$ cat src/rtl/io_pkg.sv
// Shared constants and FSM state type for the I/O bus poll master.
package io_pkg;

  localparam logic [31:0] OFF_SWITCHES = 32'h0;
  localparam logic [31:0] OFF_LEDS     = 32'h4;
  localparam logic [31:0] OFF_SEG1     = 32'h8;
  localparam logic [31:0] OFF_SEG2     = 32'hC;

  localparam logic [2:0] F3_BYTE = 3'b000;
  localparam logic [2:0] F3_HALF = 3'b001;
  localparam logic [2:0] F3_WORD = 3'b010;

  typedef enum logic [2:0] {
    IDLE    = 3'd0,
    WAIT    = 3'd1,
    REQ     = 3'd2,
    RD_SW   = 3'd3,
    WR_LED  = 3'd4,
    WR_SEG1 = 3'd5,
    WR_SEG2 = 3'd6,
    REL     = 3'd7
  } poll_state_t;

endpackage

$ cat src/rtl/hex_to_7seg.sv
// Combinational hex digit to active-high 7-segment pattern (bit0 = seg a).
module hex_to_7seg (
  input  logic [3:0] hex,
  output logic [6:0] seg
);

  always_comb begin
    seg = 7'h00;
    case (hex)
      4'h0: seg = 7'h3F;
      4'h1: seg = 7'h06;
      4'h2: seg = 7'h5B;
      4'h3: seg = 7'h4F;
      4'h4: seg = 7'h66;
      4'h5: seg = 7'h6D;
      4'h6: seg = 7'h7D;
      4'h7: seg = 7'h07;
      4'h8: seg = 7'h7F;
      4'h9: seg = 7'h6F;
      4'hA: seg = 7'h77;
      4'hB: seg = 7'h7C;
      4'hC: seg = 7'h39;
      4'hD: seg = 7'h5E;
      4'hE: seg = 7'h79;
      4'hF: seg = 7'h71;
      default: seg = 7'h00;
    endcase
  end

endmodule

$ cat src/rtl/io_poll_master.sv
// Bus-master poller: reads switches periodically and on change updates LEDS, SEG1 (value) and SEG2 (change count).
module io_poll_master
  import io_pkg::*;
#(
  parameter int          POLL_CYCLES = 1000,
  parameter logic [31:0] IO_BASE     = 32'h0000_1000
) (
  input  logic        clk,
  input  logic        rst_n,
  input  logic        enable,
  output logic        bus_req,
  input  logic        bus_gnt,
  output logic        we,
  output logic [31:0] a,
  output logic [31:0] wd,
  output logic [2:0]  funct3,
  input  logic [31:0] rd,
  output logic        busy,
  output logic [7:0]  change_count
);

  localparam logic [31:0] WAIT_LOAD = 32'(POLL_CYCLES - 1);

  poll_state_t state, state_nxt;
  logic [31:0] wait_cnt, wait_cnt_nxt;
  logic [3:0]  sw_last, sw_last_nxt;
  logic        first_done, first_done_nxt;
  logic [7:0]  count_q, count_nxt;
  logic        we_q, we_nxt;
  logic [31:0] a_q, a_nxt;
  logic [31:0] wd_q, wd_nxt;
  logic        bus_req_q, bus_req_nxt;
  logic        busy_q, busy_nxt;
  logic [3:0]  hex_in;
  logic [6:0]  hex_seg;
  logic        unused_rd_hi;

  assign unused_rd_hi = ^rd[31:4];

  // One decoder serves both display writes; its input follows the state being entered.
  assign hex_in = (state_nxt == WR_SEG2) ? count_nxt[3:0] : sw_last_nxt;

  hex_to_7seg u_hex (
    .hex (hex_in),
    .seg (hex_seg)
  );

  always_comb begin
    state_nxt      = state;
    wait_cnt_nxt   = WAIT_LOAD;
    sw_last_nxt    = sw_last;
    first_done_nxt = first_done;
    count_nxt      = count_q;
    case (state)
      IDLE: if (enable) state_nxt = WAIT;
      WAIT: begin
        if (!enable)              state_nxt = IDLE;
        else if (wait_cnt == '0)  state_nxt = REQ;
        else                      wait_cnt_nxt = wait_cnt - 32'd1;
      end
      REQ:  if (bus_gnt) state_nxt = RD_SW;
      RD_SW: begin
        if (bus_gnt) begin
          if ((rd[3:0] != sw_last) || !first_done) begin
            state_nxt      = WR_LED;
            if (first_done) count_nxt = count_q + 8'd1;
            first_done_nxt = 1'b1;
            sw_last_nxt    = rd[3:0];
          end else begin
            state_nxt = REL;
          end
        end
      end
      WR_LED:  if (bus_gnt) state_nxt = WR_SEG1;
      WR_SEG1: if (bus_gnt) state_nxt = WR_SEG2;
      WR_SEG2: if (bus_gnt) state_nxt = REL;
      REL:     state_nxt = enable ? WAIT : IDLE;
      default: state_nxt = IDLE;
    endcase
  end

  // Bus outputs are registered from the state being entered, so they decode the current state.
  always_comb begin
    we_nxt = 1'b0;
    a_nxt  = '0;
    wd_nxt = '0;
    case (state_nxt)
      RD_SW:   a_nxt = IO_BASE + OFF_SWITCHES;
      WR_LED:  begin we_nxt = 1'b1; a_nxt = IO_BASE + OFF_LEDS; wd_nxt = {28'b0, sw_last_nxt}; end
      WR_SEG1: begin we_nxt = 1'b1; a_nxt = IO_BASE + OFF_SEG1; wd_nxt = {25'b0, hex_seg}; end
      WR_SEG2: begin we_nxt = 1'b1; a_nxt = IO_BASE + OFF_SEG2; wd_nxt = {25'b0, hex_seg}; end
      default: ;
    endcase
    bus_req_nxt = (state_nxt == REQ) || (state_nxt == RD_SW) || (state_nxt == WR_LED) ||
                  (state_nxt == WR_SEG1) || (state_nxt == WR_SEG2);
    busy_nxt    = (state_nxt != IDLE) && (state_nxt != WAIT);
  end

  always_ff @(posedge clk or negedge rst_n) begin
    if (!rst_n) begin
      state      <= IDLE;
      wait_cnt   <= WAIT_LOAD;
      sw_last    <= '0;
      first_done <= 1'b0;
      count_q    <= '0;
      we_q       <= 1'b0;
      a_q        <= '0;
      wd_q       <= '0;
      bus_req_q  <= 1'b0;
      busy_q     <= 1'b0;
    end else begin
      state      <= state_nxt;
      wait_cnt   <= wait_cnt_nxt;
      sw_last    <= sw_last_nxt;
      first_done <= first_done_nxt;
      count_q    <= count_nxt;
      we_q       <= we_nxt;
      a_q        <= a_nxt;
      wd_q       <= wd_nxt;
      bus_req_q  <= bus_req_nxt;
      busy_q     <= busy_nxt;
    end
  end

  // Without a grant the bus is left quiet; the state holds so the access resumes intact.
  assign we           = we_q & bus_gnt;
  assign a            = bus_gnt ? a_q : 32'h0;
  assign wd           = wd_q;
  assign funct3       = F3_WORD;
  assign bus_req      = bus_req_q;
  assign busy         = busy_q;
  assign change_count = count_q;

endmodule

$ cat config.mk
export PLATFORM = sky130hd
export DESIGN_NAME = io_poll_master
export DESIGN_NICKNAME = d
export VERILOG_FILES = /design/src/rtl/io_pkg.sv /design/src/rtl/hex_to_7seg.sv /design/src/rtl/io_poll_master.sv
export SDC_FILE = /design/constraint.sdc
export NUM_CORES = 1
export LEC_CHECK = 0
export ABC_AREA = 1
export CAP_MARGIN = 20
export CORE_MARGIN = 5
export CORE_UTILIZATION = 53
export CTS_BUF_LIST = sky130_fd_sc_hd__clkbuf_4 sky130_fd_sc_hd__clkbuf_8
export CTS_CLUSTER_SIZE = 14
export DETAILED_ROUTE_END_ITERATION = 10
export GPL_ROUTABILITY_DRIVEN = 0
export HOLD_SLACK_MARGIN = 0.03
export PLACE_DENSITY = 0.88
export SLEW_MARGIN = 40
export SYNTH_ARGS = -nofsm -noshare
export SYNTH_HDL_FRONTEND = slang
export SYNTH_SLANG_ARGS = --single-unit
$ cat constraint.sdc
create_clock -name clk -period 7.2 [get_ports clk]
set_input_delay 2.16 -clock clk [delete_from_list [all_inputs] [get_ports clk]]
set_output_delay 2.16 -clock clk [all_outputs]
set_load 0.05 [all_outputs]
# After elaboration in Yosys (flattened, before gate mapping)
# Memory sizes are Yosys's and may differ from the RTL's.
# Cells that the tools add are included.
# op_classes
addsub,2
n_eq_ne,14
mux,26
bitwise_logic,1
n_reduce_logical,14
# op_table
op,count
32-bit two-way mux,4
13-bit one-hot mux with 4 select lines,1
32-bit zero test,1
4-bit two-way mux,8
32-bit by 1-bit subtractor with 32-bit output (second input constant),1
3-bit two-way mux,8
3-bit one-hot mux with 8 select lines,1
3-bit equality test (second input constant),7
7-bit one-hot mux with 2 select lines,1
3-bit by 2-bit equality test with 1-bit output (second input constant),4
8-bit by 1-bit adder with 8-bit output (second input constant),1
1-bit logical OR,5
4-bit != test,1
4-bit AND reduction,1
3-bit by 1-bit equality test with 1-bit output (second input constant),1
3-bit zero test,1
3-bit by 1-bit != test with 1-bit output (second input constant),1
3-bit AND reduction,1
3-bit nonzero test,1
3-bit OR reduction,1
1-bit two-way mux,2
2-bit two-way mux,1
2-bit OR reduction,1
1-bit bitwise AND,1
other kinds (2),2
# totals
regBits,115
mem_bits_ro,112
memories,1
# memory_table
memory,words,word_bits,rd,rd_ports_with_merged_regs,wr,line,text
(no name shown),16,7,1,0,0,hex_to_7seg.sv:9,case (hex)

# Logic depth before layout (Yosys ltp)
# Gate-level depths: netlist of run 1.
# depth
ltp_word,10
depth_mapped,20
ltp_nobuf,20

# By module
# Synthesis of run 1 repeated with hierarchy kept, for this count alone.
# hier_totals
hier_cells,494
area_unflattened_um2,3893.7
# modules_own_cells
module,instances,cells_each,area_each_um2,seq_area_each_um2
io_poll_master,1,441,3585.9,1536.5
hex_to_7seg,1,53,307.8,0.0

# Least setup slack after synthesis of run 1
# Ideal clock, no wire load.
# synth_timing
path_kind,input to output
startpoint,input port bus_gnt
endpoint,output port a[12]
arrival_ps,2692
t_required_ps,5040
setup_slack_ps,2348
stages,3
path_buffers,1
cell_sequence,buf_2 > nand2_1 > inv_1
# synth_between
elab_chain_len,1
# synth_lines
item,line,text
"start, declared",io_poll_master.sv:12,"input logic bus_gnt,"
32-bit two-way mux,io_poll_master.sv:127,assign a = bus_gnt ? a_q : 32'h0;
"end, declared",io_poll_master.sv:14,"output logic [31:0] a,"
# No other way between the ends.

# Final worst setup path of run 1
# layout_timing
startpoint,input port bus_gnt
endpoint,output port a[2]
# The elaborated chain is that of the path after synthesis.

==> metrics.md, run 1 <==
| Metric | Value |
|---|---|
| Run status | complete, no violations |
| Overflow after GRT | 0 |
| CP max FO | 10 |
| Synth area leaders | dfrtp_1 (34%), buf_4 (11%), nand2_1 (8.7%) |
| FF+latch count, synth | 61 |
| P_int | 766 µW |
| Cell breakdown of the critical path | clkdlybuf4s50_1, nand2_1, inv_1, clkdlybuf4s50_1 |
| Hold depth | 1 |
| Starting Density | 54.0% |
| Peak supply drop | 0.000217 V |
| Mapped Area | 3900 µm² |
| Sequential Power Share | 31.3% |
| Cts bufs inserted | 9 |
| Post-cts gate resize count | 0 |
| Ant. Diodes | 0 |
| FF-to-FF path depth | 18 |
| Setup Viol. Count Final | 0 |
| Fmax | 167 MHz |
| Post-route clock skew | 9.22 ps |
| Total number of H-tree levels | 3 |
| Leakage | 0.00224 µW |
| HP Start | wait_cnt[11] |
| Fin crit period | 5990 ps |
| MaxCap Viol Count | 0 |
| Clk Latency, worst-skew pair | 340 ps |
| RSZ-0062 raised after global routing | false |
| Synth Flop Type | dfrtp_1 |
| Die area | 9170 µm² |
| DRC Markers | 0 |
| Worst Setup SP | bus_gnt |
| Crit share post-route | 83.2% |
| Logic pwr share | 44.8% |
| Setup crit end kind | primary output |
| Via Count | 2974 |
| Die height | 95.8 µm |
| Vias in the first global route | 2887 |
| Arr. time, crit path | 3830 ps |
| Post-Syn Area per Cell | 7.99 µm² |
| DRT antenna net count | 0 |
| Final WL | 7.32 mm |
| Worst EP required | 5040 ps |
| Endpoints failing hold | 0 |
| Register area share after synthesis | 39.4% |
| Share of layout cells above drive strength 1 | 11.7% |
| Final Max Slew Viols | 0 |
| Crit-path slowest cell | clkdlybuf4s50_1 |
| Final Power | 1390 µW |
| Share of the synthesized area in the top cell type | 34.0% |
| Synth warnings | 0 |
| First-pass detailed-route iteration total | 5 |
| Deepest clock path buffer count | 2 |
| Wirelength per Cell | 11.7 µm |
| Clk sinks | 61 |
| Type of the tightest min-delay check | reg2reg |
| Area grow syn2layout | 10.1% |
| DP Wirelength | 5.55 mm |
| GRT Total Usage | 17.4% |
| Clock share of power | 23.8% |
| Syn Inst Count | 488 |
| Setup TNS | 0 ps |
| Cell mode on critical path | clkdlybuf4s50_1 |
| DR vias/cell | 4.74 |
| Post-synth EDFFs | 0 |
| # IOs | 114 |
| CTS tree | built |
| Clk pin slew, worst setup/hold paths | 60 ps |
| CP Launch Type | input port |
| First-pass GRT wire length | 12.5 mm |
| DRT iter0 DRCs | 134 |
| Yosys cell types | 39 |
| Switching power | 621 µW |
| Post-CTS Setup Inserts | 0 |
| Reg2reg end | wd[3] |
| Die width | 95.8 µm |
| CTS Hold Bufs | 0 |
| Root Buffer Master | clkbuf_8 |
| Worst-Margin Slew | 564 ps |
| End of the worst hold path | wait_cnt[11] |
| Dominant cell type by area after synthesis | dfrtp_1 |
| Row Count | 31 |
| FFs w/ async S/R, synth | 100% |
| PD cells | 323 nW/µm² |
| Slowest stage delay, CP | 810 ps |
| Post-layout net count | 568 |
| Slew headroom | 62.3% |
| RR Startpoint | wait_cnt[0] |
| Core area | 7210 µm² |
| Largest net degree at the start of global routing | 62 |
| Setup slack, reg-to-reg | 4210 ps |
| Port bufs | 28 |
| Initial antenna violation count | 0 |
| Switch share | 44.8% |
| Critical path type | in2out |
==> per-stage QoR <==
step                std cells  hold WS (ps)  setup WS (ps)  cell area [µm²]  util, %
detailed placement        611           465           1190             4070     56.4
global route              627           496           1140             4290     59.5
finish                    627           469           1210             4290     59.5
floorplan                 543           434           2350             4110        -
CTS                       627           473           1190             4290     59.5
global placement          611           451           1250             4070     56.4
==> cells in the mapped netlist (2+ instances only) <==
| cell | instances |
|---|---|
| a21oi_1 | 18 |
| buf_4 | 57 |
| clkbuf_1 | 2 |
| conb_1 | 2 |
| dfrtp_1 | 53 |
| dfstp_2 | 8 |
| ha_1 | 9 |
| inv_1 | 56 |
| inv_2 | 3 |
| nand2_1 | 90 |
| nand2_2 | 4 |
| nand2_4 | 6 |
| nand3_1 | 38 |
| nand3_2 | 2 |
| nand3b_1 | 3 |
| nand4_1 | 5 |
| nor2_1 | 58 |
| nor2_2 | 6 |
| nor2_4 | 3 |
| nor3_1 | 8 |
| nor4_1 | 6 |
| o21a_1 | 3 |
| o21ai_0 | 13 |
| o21ai_1 | 3 |
| o21ai_2 | 4 |
| xnor2_1 | 5 |
| xor2_1 | 11 |
==> registers in the layout (all words and copies together), names as in the netlist <==
signal / flops
bus_req: 1
sw_last: 4
wd: 7
a_q: 3
busy: 1
first_done: 1
wait_cnt: 32
state: 3
change_count: 8
we_q: 1
==> worst max path at each step <==
| stage | end | cells past startpoint |
|---|---|---|
| final | a[2] | 4 |
| after global routing | a[2] | 4 |
| after CTS | a[2] | 4 |
| after detailed placement | a[2] | 4 |
| after global placement | a[12] | 4 |
| after floorplan | a[12] | 3 |
==> final cells by class <==
class | count | area (µm²)
Multi-Input combinational cell | 363 | 1910
Sequential cell | 61 | 1540
Clock inverter | 1 | 30.0
Inverter | 59 | 221
Clock buffer | 15 | 188
Tap cell | 99 | 124
Fill cell | 634 | 2920
Timing Repair Buffer | 29 | 287
==> metal layers <==
layer | part of all wire (%) | GRT usage [%] | vias to the layer above
met5 | 0 | 0 | -
met4 | 2.2 | 8.06 | 0
met3 | 4.9 | 5.32 | 19
met2 | 51 | 29.1 | 76
met1 | 42 | 20.4 | 1377
li1 | - | - | 1502
==> logic make-up after synthesis <==
family / after synthesis / synth area share (%)
AOI/OAI and AO/OA: 43 / 6.16
xor gates and xnor gates: 18 / 4.72
adders and majority gates: 9 / 2.89
buffers and inverters: 119 / 17.0
DFF: 61 / 39.4
muxes: 1 / 0.289
other: 2 / 0.193
and+or+nand+nor: 235 / 29.4
==> worst max-delay path, delay by kind of cell <==
family | cells | cell delay, ps
buf+inv | 3 | 1570
simple gates | 1 | 90
==> power groups by stage <==
stage | Clock [µW] | Combinational, µW | Sequential, µW
6_report | 330 | 622 | 434
5_1_grt | 353 | 687 | 442
4_1_cts | 334 | 618 | 435
3_5_place_dp | 0 | 615 | 440
3_3_place_gp | 0 | 600 | 438
2_1_floorplan | 0 | 427 | 510
==> cells in the final DEF (no fill, tap or decap), types with 2 or more instances in the layout <==
cell,netlist,final
a21oi_1,18,18
clkbuf_4,0,3
clkbuf_8,0,12
clkdlybuf4s50_1,0,27
conb_1,2,57
dfrtp_1,53,53
dfstp_2,8,8
ha_1,9,9
inv_1,56,56
inv_2,3,3
nand2_1,90,90
nand2_2,4,4
nand2_4,6,6
nand3_1,38,38
nand3_2,2,2
nand3b_1,3,3
nand4_1,5,5
nor2_1,58,58
nor2_2,6,6
nor2_4,3,3
nor3_1,8,8
nor4_1,6,6
o21a_1,3,3
o21ai_0,13,13
o21ai_1,3,3
o21ai_2,4,4
xnor2_1,5,5
xor2_1,11,11
(Power assumes the default switching activity.)
==> inputs of run 2 (changes only) <==
--- a/config.mk
+++ b/config.mk
@@ -8,13 +8,13 @@
 export ABC_AREA = 1
 export CAP_MARGIN = 20
 export CORE_MARGIN = 5
-export CORE_UTILIZATION = 53
+export CORE_UTILIZATION = 45
 export CTS_BUF_LIST = sky130_fd_sc_hd__clkbuf_4 sky130_fd_sc_hd__clkbuf_8
 export CTS_CLUSTER_SIZE = 14
 export DETAILED_ROUTE_END_ITERATION = 10
 export GPL_ROUTABILITY_DRIVEN = 0
 export HOLD_SLACK_MARGIN = 0.03
-export PLACE_DENSITY = 0.88
+export PLACE_DENSITY = 0.8
 export SLEW_MARGIN = 40
 export SYNTH_ARGS = -nofsm -noshare
 export SYNTH_HDL_FRONTEND = slang
==> constraint.sdc (replaced) <==
create_clock -name clk -period 5.44 [get_ports clk]
set_input_delay 1.632 -clock clk [delete_from_list [all_inputs] [get_ports clk]]
set_output_delay 1.632 -clock clk [all_outputs]
set_load 0.05 [all_outputs]
==> run 2 against run 1 <==
Compared with the run above: flip-flop and latch count unchanged; design area decreased by 0.99%; critical path depth unchanged; die area increased by 16%; combinational power increased by 32%; setup slack got worse by 690 ps; clock power increased by 4%; register-to-register slack got worse by 1700 ps; critical path type unchanged; critical endpoint is now we; highest routed layer unchanged.
==> metrics.md, run 2 (synthesis results as in run 1) <==
| Metric | Value |
|---|---|
| Via Count | 2923 |
| DRT iter0 DRCs | 158 |
| FF-to-FF path depth | 18 |
| Final core occ | 49.5% |
| Crit share post-route | 90.4% |
| Overflow after GRT | 0 |
| Most common cell after layout, fill and taps aside | nand2_1 |
| Post-layout net count | 568 |
| Leakage | 0.00222 µW |
| CP Launch Type | input port |
| Die width | 103 µm |
| Area grow syn2layout | 9.02% |
| Ant. Diodes | 0 |
| Total number of H-tree levels | 3 |
| First-pass detailed-route iteration total | 4 |
| Hold depth | 1 |
| Fin crit period | 4920 ps |
| Root Buffer Master | clkbuf_8 |
| Die height | 103 µm |
| DP Wirelength | 5.63 mm |
| Reg2reg end | wd[3] |
| MaxCap Viol Count | 0 |
| Final WL | 7.28 mm |
| RSZ-0062 raised after global routing | false |
| Wirelength per Cell | 11.5 µm |
| Setup Viol. Count Final | 0 |
| Max reg flops | 32 |
| Peak supply drop | 0.000302 V |
| Vias in the first global route | 2887 |
| Clk sinks | 61 |
| Clk Latency, worst-skew pair | 330 ps |
| Initial antenna violation count | 0 |
| Endpoints failing hold | 0 |
| DR vias/cell | 4.60 |
| Setup slack, reg-to-reg | 2540 ps |
| Final Power | 1740 µW |
| Row Count | 34 |
| GRT Total Usage | 14.7% |
| # IOs | 114 |
| HP Start | wait_cnt[0] |
| First-pass GRT wire length | 12.3 mm |
| Worst EP required | 3810 ps |
| Slew headroom | 54.8% |
| Core area | 8590 µm² |
| Critical path type | in2out |
| RR Startpoint | wait_cnt[0] |
| Die area | 10600 µm² |
| Worst-Margin Slew | 678 ps |
| Post-route clock skew | 9.15 ps |
| Starting Density | 45.4% |
| Arr. time, crit path | 3280 ps |
| CP max FO | 10 |
| Run status | complete, no violations |
| Post-cts gate resize count | 0 |
| Largest Register | wait_cnt |
| Share of layout cells above drive strength 1 | 11.6% |
| DRT antenna net count | 0 |
| Deepest clock path buffer count | 2 |
| CTS tree | built |
| Type of the tightest min-delay check | reg2reg |
| PD cells | 410 nW/µm² |
| DRC Markers | 0 |
| Cts bufs inserted | 9 |
| Commonest cells after routing, fill and taps aside | nand2_1 (90), nor2_1 (58), conb_1 (57) |
| Post-CTS Setup Inserts | 0 |
| Port bufs | 28 |
| Final Max Slew Viols | 0 |
| Setup TNS | 0 ps |
| Setup crit end kind | primary output |
| Fmax | 203 MHz |
| Largest net degree at the start of global routing | 32 |
| Clk pin slew, worst setup/hold paths | 60 ps |
| End of the worst hold path | wait_cnt[0] |
| CTS Hold Bufs | 0 |
| Hold WS | 470 ps |
==> run 2: cell count changes in the layout (fill, tap and decap cells not counted), sizes merged <==
cell,before,now
bufinv,1,0
clkbuf,15,12
clkinv,0,3
==> run 2: power breakdown <==
group          leakage, µW  internal [µW]  switching (µW)
sequential        0.000800            525            51.7
clock            0.0000928            183             161
combinational      0.00133            224             596
==> run 2: how the worst max path moves through the flow <==
stage / startpoint / endpoint / slack (ps) / cells after the start
after floorplan: bus_gnt / a[12] / 1640 / 3
after global placement: bus_gnt / a[12] / 540 / 4
after detailed placement: bus_gnt / we / 520 / 4
after CTS: bus_gnt / we / 520 / 4
after global routing: bus_gnt / a[3] / 410 / 4
final: bus_gnt / we / 520 / 4
==> run 2: metal layers <==
layer  GRT usage, %  wire (µm)  up-vias
li1               -          -     1496
met2           26.5       3830       50
met5              0          0        -
met4           3.78         68        0
met3           5.14        328        7
met1           16.4       3060     1370
==> run 2: per-stage QoR <==
stage / setup slack, ps / cells / area [µm²]
floorplan: 1640 / 543 / 4110
global placement: 543 / 620 / 4080
detailed placement: 517 / 620 / 4080
CTS: 519 / 635 / 4250
global route: 409 / 635 / 4250
finish: 524 / 635 / 4250
==> run 2: worst max-delay path, cell delays in order <==
cell             delay [ps]
clkdlybuf4s50_1         680
nand2_1                 100
inv_1                    80
clkdlybuf4s50_1         790
==> run 2: area by class of cell <==
cell class / count / area (µm²)
Fill cell: 833 / 4340
Tap cell: 108 / 135
Multi-Input combinational cell: 363 / 1910
Inverter: 59 / 221
Sequential cell: 61 / 1540
Clock inverter: 3 / 15.0
Timing Repair Buffer: 29 / 283
Clock buffer: 12 / 153
==> inputs of run 3 (changes only) <==
--- a/config.mk
+++ b/config.mk
@@ -7,14 +7,16 @@
 export LEC_CHECK = 0
 export ABC_AREA = 1
 export CAP_MARGIN = 20
-export CORE_MARGIN = 5
-export CORE_UTILIZATION = 45
+export CELL_PAD_IN_SITES_DETAIL_PLACEMENT = 2
+export CELL_PAD_IN_SITES_GLOBAL_PLACEMENT = 2
+export CORE_MARGIN = 4
+export CORE_UTILIZATION = 25
 export CTS_BUF_LIST = sky130_fd_sc_hd__clkbuf_4 sky130_fd_sc_hd__clkbuf_8
 export CTS_CLUSTER_SIZE = 14
 export DETAILED_ROUTE_END_ITERATION = 10
 export GPL_ROUTABILITY_DRIVEN = 0
 export HOLD_SLACK_MARGIN = 0.03
-export PLACE_DENSITY = 0.8
+export PLACE_DENSITY = 0.79
 export SLEW_MARGIN = 40
 export SYNTH_ARGS = -nofsm -noshare
 export SYNTH_HDL_FRONTEND = slang
==> run 3 against run 2 <==
Compared with the run above: register-to-register slack lost 250 ps; total power grew 5.7%; core utilization shrank 21 points; critical path depth is the same; combinational power grew 4.4%; global-route usage shrank 2.5 points; clock power grew 17%; largest cell class unchanged; highest routed layer unchanged.
==> metrics.md, run 3 (synthesis results as in run 1) <==
| Metric | Value |
|---|---|
| Run status | complete, no violations |
| Area grow syn2layout | 12.9% |
| Vias in the first global route | 3566 |
| Cell breakdown of the critical path | clkdlybuf4s50_1, nand2_1, inv_1, clkdlybuf4s50_1 |
| Final WL | 10.3 mm |
| Commonest cells after routing, fill and taps aside | nand2_1 (90), nor2_1 (58), conb_1 (57) |
| PD cells | 418 nW/µm² |
| Dpl cells | 723 |
| Non-Filler Instances | 739 |
| Most common cell after layout, fill and taps aside | nand2_1 |
| Largest Register | wait_cnt |
| DRT iter0 DRCs | 74 |
| Endpoints failing hold | 0 |
| Worst EP required | 3810 ps |
| Post-route clock skew | 13.2 ps |
| Leakage | 0.00223 µW |
| Arr. time, crit path | 3280 ps |
| Post-cts gate resize count | 0 |
| Buf/Inv on CP | 3 |
| Worst-Margin Slew | 653 ps |
| CP max FO | 10 |
| CTS tree | built |
| MaxCap Viol Count | 0 |
| Setup slack, reg-to-reg | 2290 ps |
| DP Wirelength | 7.97 mm |
| Final Max Slew Viols | 0 |
| Met2 WL | 5.45 mm |
| Metal3 WL | 356 µm |
| Ant. Diodes | 0 |
| Setup TNS | 0 ps |
| Starting Density | 25.6% |
| Largest net degree at the start of global routing | 37 |
| DRC Markers | 0 |
| Crit path depth | 4 |
| Clk Latency, worst-skew pair | 370 ps |
| Setup crit end kind | primary output |
| Clk pin slew, worst setup/hold paths | 70 ps |
| Top layer in use | met4 |
| Via Count | 3138 |
| Placed cell areas | 4210 µm² |
| Initial antenna violation count | 0 |
| Crit share post-route | 90.3% |
| Wirelength per Cell | 14.0 µm |
| Overflow after GRT | 0 |
| Share of layout cells above drive strength 1 | 11.7% |
| Deepest clock path buffer count | 2 |
| Final instance area | 4400 µm² |
| Post-layout net count | 568 |
| Setup Viol. Count Final | 0 |
| DRT antenna net count | 0 |
| First-pass GRT wire length | 17.6 mm |
| # IOs | 114 |
| First-pass detailed-route iteration total | 4 |
| RSZ-0062 raised after global routing | false |
| Crit-path slowest cell | clkdlybuf4s50_1 |
| FF-to-FF path depth | 18 |
| Hold depth | 1 |
| Cts bufs inserted | 9 |
| Total number of H-tree levels | 3 |
| Root Buffer Master | clkbuf_8 |
| Critical path type | in2out |
| Fin crit period | 4910 ps |
| Max reg flops | 32 |
| Clk sinks | 61 |
| Type of the tightest min-delay check | reg2reg |
| Fmax | 204 MHz |
| DR vias/cell | 4.25 |
| Cell mode on critical path | clkdlybuf4s50_1 |
| GRT Total Usage | 12.2% |
| Slew headroom | 56.3% |
| Die area | 17700 µm² |
| CP Launch Type | input port |
| Row Count | 45 |
| Die width | 133 µm |
| CTS Hold Bufs | 0 |
| Top delay family on crit path | buffers and inverters |
| Core area | 15300 µm² |
| Port bufs | 28 |
| Final Power | 1840 µW |
| Final core occ | 28.8% |
| Post-CTS Setup Inserts | 0 |
| Die height | 133 µm |
| Slowest stage delay, CP | 800 ps |
| Post-Route M1 WL | 4.38 mm |
| Peak supply drop | 0.000253 V |
-- run 3: power breakdown --
part,internal (µW),switching [µW]
sequential,525,55.2
clock,212,191
combinational,224,632
-- run 3: worst paths after layout --
check,start,endpoint
max,bus_gnt,a[3]
max reg2reg,wait_cnt[0],wd[3]
min in group asynchronous,rst_n,state[0]
min,wait_cnt[0],wait_cnt[0]
min reg2reg,wait_cnt[0],wait_cnt[0]
max in group asynchronous,rst_n,wait_cnt[6]
-- run 3: routing by layer --
layer | vias to the layer above | track usage (%)
met2 | 43 | 22.2
li1 | 1503 | -
met4 | 0 | 4.27
met3 | 14 | 3.23
met1 | 1578 | 13.7
met5 | - | 0
-- run 3: final cells by class --
cell class / count / area (µm²)
clock buffer: 10 / 131
timing repair buffer: 29 / 285
multi-input combinational: 363 / 1910
sequential: 61 / 1540
inverter: 59 / 221
fill: 1805 / 10900
tap: 211 / 264
clock inverter: 6 / 55.1
-- run 3: metrics by stage --
stage,hold WS (ps),setup WS [ps]
floorplan,434,1640
global placement,451,542
detailed placement,461,516
CTS,485,514
global route,494,427
finish,484,529
-- run 3: worst register-to-register path, cell delays in order, from the launching register on --
cell	delay (ps)
dfstp_2	390
inv_1	120
ha_1	210
nand2_1	140
inv_2	110
nand2_2	100
nor2_4	200
nand3_2	100
a21oi_1	160
nand2_1	110
nand2_4	130
nand3_4	150
o21ai_2	320
inv_1	160
ha_1	230
nand3b_1	190
nand3_1	100
nand3_1	80
nand2_1	80
